**src/rtl/external_interrupt_controller.sv**
```systemverilog
// External interrupt controller: synchronizes two external interrupt lines,
// latches them as pending, masks them with enable bits and presents a single
// request/ID/acknowledge handshake to the core. Control and status registers
// are reachable on the core I/O bus at BASE_ADDR..BASE_ADDR+3.
module external_interrupt_controller #(
   parameter logic [29:0] BASE_ADDR   = 30'h0000_1000,
   parameter int unsigned SYNC_STAGES = 2
) (
   input  logic        Sys_Clock,
   input  logic        Sys_Reset,
   input  logic [1:0]  Ext_Irq,
   input  logic        IO_EnR,
   input  logic        IO_EnW,
   input  logic [29:0] IO_Address,
   input  logic [31:0] IO_DataW,
   output logic [31:0] IO_DataR,
   output logic        EIC_I_Req,
   output logic        EIC_I_Id,
   input  logic        EIC_I_Ack
);

   localparam logic [1:0] ST_IDLE = 2'd0;
   localparam logic [1:0] ST_REQ  = 2'd1;
   localparam logic [1:0] ST_HOLD = 2'd2;

   localparam logic [1:0] OFF_STATUS   = 2'd0;
   localparam logic [1:0] OFF_ENABLE   = 2'd1;
   localparam logic [1:0] OFF_PEND_CLR = 2'd2;
   localparam logic [1:0] OFF_MODE     = 2'd3;

   logic [1:0][SYNC_STAGES-1:0] r_sync;
   logic [1:0]  r_s_d;
   logic [1:0]  r_pend;
   logic [1:0]  r_enable;
   logic [1:0]  r_mode;
   logic [1:0]  r_state;
   logic        r_req;
   logic        r_id;
   logic [31:0] r_data;

   logic [1:0]  w_s;
   logic [1:0]  w_set;
   logic [1:0]  w_clr;
   logic [1:0]  w_pend_en;
   logic [29:0] w_off;
   logic        w_hit;
   logic        w_we;
   logic [31:0] w_rd_data;
   logic        w_unused;

   // Word offset relative to the register block; a hit covers four words
   assign w_off    = IO_Address - BASE_ADDR;
   assign w_hit    = (w_off[29:2] == '0);
   assign w_we     = IO_EnW & w_hit;
   assign w_unused = &{1'b0, IO_DataW[31:2]};

   assign w_pend_en = r_pend & r_enable;

   // Synchronized level and pending set/clear terms
   always_comb begin
      w_set = '0;
      w_clr = '0;
      w_s   = '0;
      for (int unsigned i = 0; i < 2; i++) begin
         w_s[i]   = r_sync[i][SYNC_STAGES-1];
         w_set[i] = r_mode[i] ? (w_s[i] & ~r_s_d[i]) : w_s[i];
      end
      if (w_we && (w_off[1:0] == OFF_PEND_CLR)) begin
         w_clr = IO_DataW[1:0];
      end
      if ((r_state == ST_REQ) && EIC_I_Ack) begin
         w_clr[r_id] = 1'b1;
      end
   end

   // Register read multiplexer (values before any same-cycle write)
   always_comb begin
      w_rd_data = '0;
      case (w_off[1:0])
         OFF_STATUS:   w_rd_data = {28'b0, w_s, r_pend};
         OFF_ENABLE:   w_rd_data = {30'b0, r_enable};
         OFF_PEND_CLR: w_rd_data = '0;
         OFF_MODE:     w_rd_data = {30'b0, r_mode};
         default:      w_rd_data = '0;
      endcase
   end

   // Synchronizer chains and the delayed copy used for edge detection
   always_ff @(posedge Sys_Clock or posedge Sys_Reset) begin
      if (Sys_Reset) begin
         r_sync <= '0;
         r_s_d  <= '0;
      end else begin
         for (int unsigned i = 0; i < 2; i++) begin
            r_sync[i] <= {r_sync[i][SYNC_STAGES-2:0], Ext_Irq[i]};
         end
         r_s_d <= w_s;
      end
   end

   // Pending latch: a set in the same cycle as a clear takes priority
   always_ff @(posedge Sys_Clock or posedge Sys_Reset) begin
      if (Sys_Reset) begin
         r_pend <= '0;
      end else begin
         r_pend <= (r_pend & ~w_clr) | w_set;
      end
   end

   // ENABLE and MODE control registers
   always_ff @(posedge Sys_Clock or posedge Sys_Reset) begin
      if (Sys_Reset) begin
         r_enable <= '0;
         r_mode   <= '1;
      end else if (w_we) begin
         if (w_off[1:0] == OFF_ENABLE) r_enable <= IO_DataW[1:0];
         if (w_off[1:0] == OFF_MODE)   r_mode   <= IO_DataW[1:0];
      end
   end

   // Registered read data; a read outside the block returns zero
   always_ff @(posedge Sys_Clock or posedge Sys_Reset) begin
      if (Sys_Reset) begin
         r_data <= '0;
      end else if (IO_EnR) begin
         r_data <= w_hit ? w_rd_data : '0;
      end
   end

   // Request handshake: hold request until ack, then force one idle gap
   always_ff @(posedge Sys_Clock or posedge Sys_Reset) begin
      if (Sys_Reset) begin
         r_state <= ST_IDLE;
         r_req   <= 1'b0;
         r_id    <= 1'b0;
      end else begin
         case (r_state)
            ST_IDLE: begin
               if (|w_pend_en) begin
                  r_state <= ST_REQ;
                  r_req   <= 1'b1;
                  r_id    <= ~w_pend_en[0];
               end
            end
            ST_REQ: begin
               if (EIC_I_Ack) begin
                  r_state <= ST_HOLD;
                  r_req   <= 1'b0;
               end
            end
            ST_HOLD: begin
               if (!EIC_I_Ack) r_state <= ST_IDLE;
            end
            default: begin
               r_state <= ST_IDLE;
               r_req   <= 1'b0;
            end
         endcase
      end
   end

   assign IO_DataR  = r_data;
   assign EIC_I_Req = r_req;
   assign EIC_I_Id  = r_id;

endmodule

```
**config.mk**
```make
export PLATFORM = sky130hd
export DESIGN_NAME = external_interrupt_controller
export DESIGN_NICKNAME = d
export VERILOG_FILES = /design/src/rtl/external_interrupt_controller.sv
export SDC_FILE = /design/constraint.sdc
export NUM_CORES = 1
export LEC_CHECK = 0
export ABC_AREA = 1
export CAP_MARGIN = 25
export CORE_UTILIZATION = 33
export CTS_CLUSTER_SIZE = 14
export DETAILED_ROUTE_END_ITERATION = 16
export PLACE_DENSITY = 0.8
export REMOVE_ABC_BUFFERS = 1
export SETUP_SLACK_MARGIN = 0.02
export SYNTH_ARGS = -nofsm -noshare
export SYNTH_HDL_FRONTEND = slang
export SYNTH_SLANG_ARGS = --single-unit
```
**constraint.sdc**
```tcl
create_clock -name Sys_Clock -period 1.2 [get_ports Sys_Clock]
set_input_delay 0.12 -clock Sys_Clock [delete_from_list [all_inputs] [get_ports Sys_Clock]]
set_output_delay 0.12 -clock Sys_Clock [all_outputs]
set_load 0.005 [all_outputs]
```
==> results_dict.tcl, run 1 <==
set metrics [dict create \
    power_density_nw_per_um2 770.8 \
    grtUsageMet2_pct 26.30 \
    diodes 0 \
    endpoint_kind "register" \
    fmax_mhz 869.0 \
    grt_pass1_wl_um 4774 \
    setup_viol 0 \
    die-area_um2 4187 \
    grt-ovfl-total 0 \
    clk_latency_ns 0.26 \
    p_total_mw 1.464 \
    worst_slack_ns 0.04929 \
    drive_above_1_share_pct 28.51 \
    first_global_vias 1174 \
    min_path_type "in2async" \
    port_buffers 44 \
    final_cells 290 \
    cts.sinks 20 \
    gp_congestion 0.8401 \
    p_leak_nw 1.032 \
    synth_cells 181 \
    critPathKind "in2reg" \
    avgRoutedWirePerCell_um 9.838 \
    grt_usage_pct 14.48 \
    vias 1207 \
    use_met1_pct 16.79 \
    crit_chain "buf_8, nor2_4, nand2_2, buf_6, nor2_2, nand3_1, nor2_2, nand2_2, nor2_4, nand4_1, nand2_1, nand2_1" \
    drt_iter0_drc 26 \
    reg2reg_slack_ns 0.20 \
    gr-max-usage-layer "met2" \
    timing.rr.end "r_pend[1]" \
    grt_use_met3_pct 3.697 \
    synthesis.area_um2 1297 \
    maxCapViolCount 0 \
    status "finished clean" \
    core_region_area_um2 3716 \
    finalHoldViolations 0 \
    die_x_um 64.71 \
    critPathSlowestCell "nor2_4" \
    die_height_um 64.71 \
    first_pass_iters 4 \
    cts-root-buf "clkbuf_8" \
    drt-total-wl_um 2853 \
    layout.nets 312 \
    crit_fanout 5 \
    arrival_ns 1.30 \
    areaGrowthSynthToFinish_pct 46.38 \
    critical_path.max_stage_delay_ns 0.17 \
    cts_made_buffers 3 \
    required_ns 1.35 \
    clock-skew-final_ns 0.006173 \
    yosysSeqAreaShare_pct 38.77 \
    ys_ff_latch 20 \
    slew_violations 0 \
    antenna_found_initial 0 \
    antenna_left 0 \
    drc 0 \
    reg2regPathDepth 6 \
    synth_warnings 0 \
    ir_drop_mv 0.6292 \
    ys_types 22 \
    rsz0062_at_grt "yes" \
    rows 22 \
    dp_slack_ns -0.5738 \
    startpoint_type "input pin" \
    grt_max_degree 21 \
    start_util_pct 34.92 \
    io_pins 103 \
    fin_crit_ns 1.151 \
    viasPerCell 4.162 \
    regToRegStartpoint "r_state[1]" \
    path_clk_slew_ns 0.07 \
    avgSynthCellArea_um2 7.168 \
    fin_crit_sh_pct 95.89 \
    cts_tree "done" \
    htreeDepth 1 \
    clockBufferDepth 2 \
    post-dp-hpwl_um 2202 \
    dp.cells 278 \
]
## routing by layer
| layer | part of all wire, % | vias to the layer above |
|---|---|---|
| li1 | - | 617 |
| met1 | 44 | 545 |
| met2 | 50 | 43 |
| met3 | 5.7 | 2 |
| met4 | 0.67 | 0 |
| met5 | 0 | - |
## how the worst max path moves through the flow
stage | from | to | slack, ns | cells past startpoint
finish | IO_Address[18] | r_pend[0] | 0.05 | 12
global route | IO_Address[18] | r_pend[0] | -0.07 | 12
CTS | IO_Address[19] | r_pend[0] | -0.004 | 13
detailed placement | IO_Address[21] | r_pend[0] | -0.57 | 13
global placement | IO_Address[12] | r_pend[0] | -0.52 | 13
floorplan | IO_Address[12] | r_enable[0] | 0.03 | 12
## power breakdown
| part | switching, mW | total, mW | internal [mW] |
|---|---|---|---|
| Sequential | 0.00632 | 0.693 | 0.687 |
| Clock | 0.216 | 0.508 | 0.292 |
| Combinational | 0.129 | 0.263 | 0.134 |
| Total | 0.351 | 1.46 | 1.11 |
## layout make-up
class	instances	area, um2
Inverter	22	83.83
Sequential cell	20	503.0
Fill cell	357	1817
Multi-Input combinational cell	138	693.2
Tap cell	48	60.06
Timing Repair Buffer	58	504.2
Clock buffer	4	55.05
## through the flow
step | hold slack, ns | util [%] | setup TNS, ns | cell area, um2
final | 0.1790 | 51.11 | 0 | 1899
after CTS | 0.1861 | 49.43 | -0.003534 | 1837
after global placement | 0.3329 | 46.67 | -4.884 | 1734
after floorplan | 0.08235 | - | 0 | 1189
after detailed placement | 0.3405 | 46.67 | -5.422 | 1734
after global routing | 0.2120 | 51.11 | -0.2384 | 1899
## Yosys cell counts
cell type  count  area, um2
and2_1         1      6.260
o21a_1         1      7.510
buf_4         28      210.2
nand2_2        1      6.260
nand3_2        2      20.02
nand2_4        1      11.26
nand3_1        6      30.03
o21ai_0        2      10.01
dfrtp_1       18      450.4
nor2_4         1      11.26
clkinv_1       2      7.510
o21ai_1        2      10.01
nor2_1        26      97.59
nand4_1        3      18.77
conb_1         1      3.750
xor2_1         1      8.760
dfstp_2        2      52.55
nor3_1         1      5.000
inv_1         20      75.07
a221oi_1       2      17.52
nor2_2         5      31.28
nand2_1       55      206.5
## cell families after synthesis
kind of cell | Yosys count | synth area share [%]
compound gates | 7 | 3.472
xor+xnor | 1 | 0.6751
buf+inv | 50 | 22.57
flops | 20 | 38.77
other cells | 1 | 0.2890
simple gates | 102 | 34.23
## placed cells by master (no fill, tap or decap), types with 5 or more instances in the layout
cell type,Yosys,layout
nand2_1,55,50
conb_1,1,28
dfrtp_1,18,18
inv_1,20,17
nor2_1,26,17
buf_4,28,13
clkdlybuf4s50_1,0,10
nor2_4,1,9
buf_6,0,8
clkbuf_2,0,7
dlygate4sd2_1,0,7
nor2_2,5,6
clkdlybuf4s15_1,0,6
nand3_1,6,5
nand2_2,1,5
## flip-flops by register name, summed over array words and instances (netlist names)
| signal | count |
|---|---|
| r_enable | 2 |
| r_s_d | 2 |
| r_state | 2 |
| IO_DataR | 4 |
| EIC_I_Req | 1 |
| r_sync | 4 |
| r_mode | 2 |
| r_pend | 2 |
| EIC_I_Id | 1 |
## what timing repair did
item / CTS / global route
gates resized for setup: 89 / 43
pin swaps: 37 / 39
hold buffers: 0 / 0
setup buffers: 8 / 0
setup endpoints to repair: 16 / 10
## critical path: cells and delay by family
kind	cells	cell delay, ns
buffers and inverters	2	0.22
and+or+nand+nor	10	0.96
(Power assumes the default switching activity.)
==> run 2: changes to the inputs <==
--- a/config.mk
+++ b/config.mk
@@ -6,7 +6,7 @@
 export NUM_CORES = 1
 export LEC_CHECK = 0
 export ABC_AREA = 1
-export CAP_MARGIN = 25
+export CAP_MARGIN = 20
 export CORE_UTILIZATION = 33
 export CTS_CLUSTER_SIZE = 14
 export DETAILED_ROUTE_END_ITERATION = 16
==> results of run 2 <==
The final DEF is identical to that of run 1; final timing and power are the same.
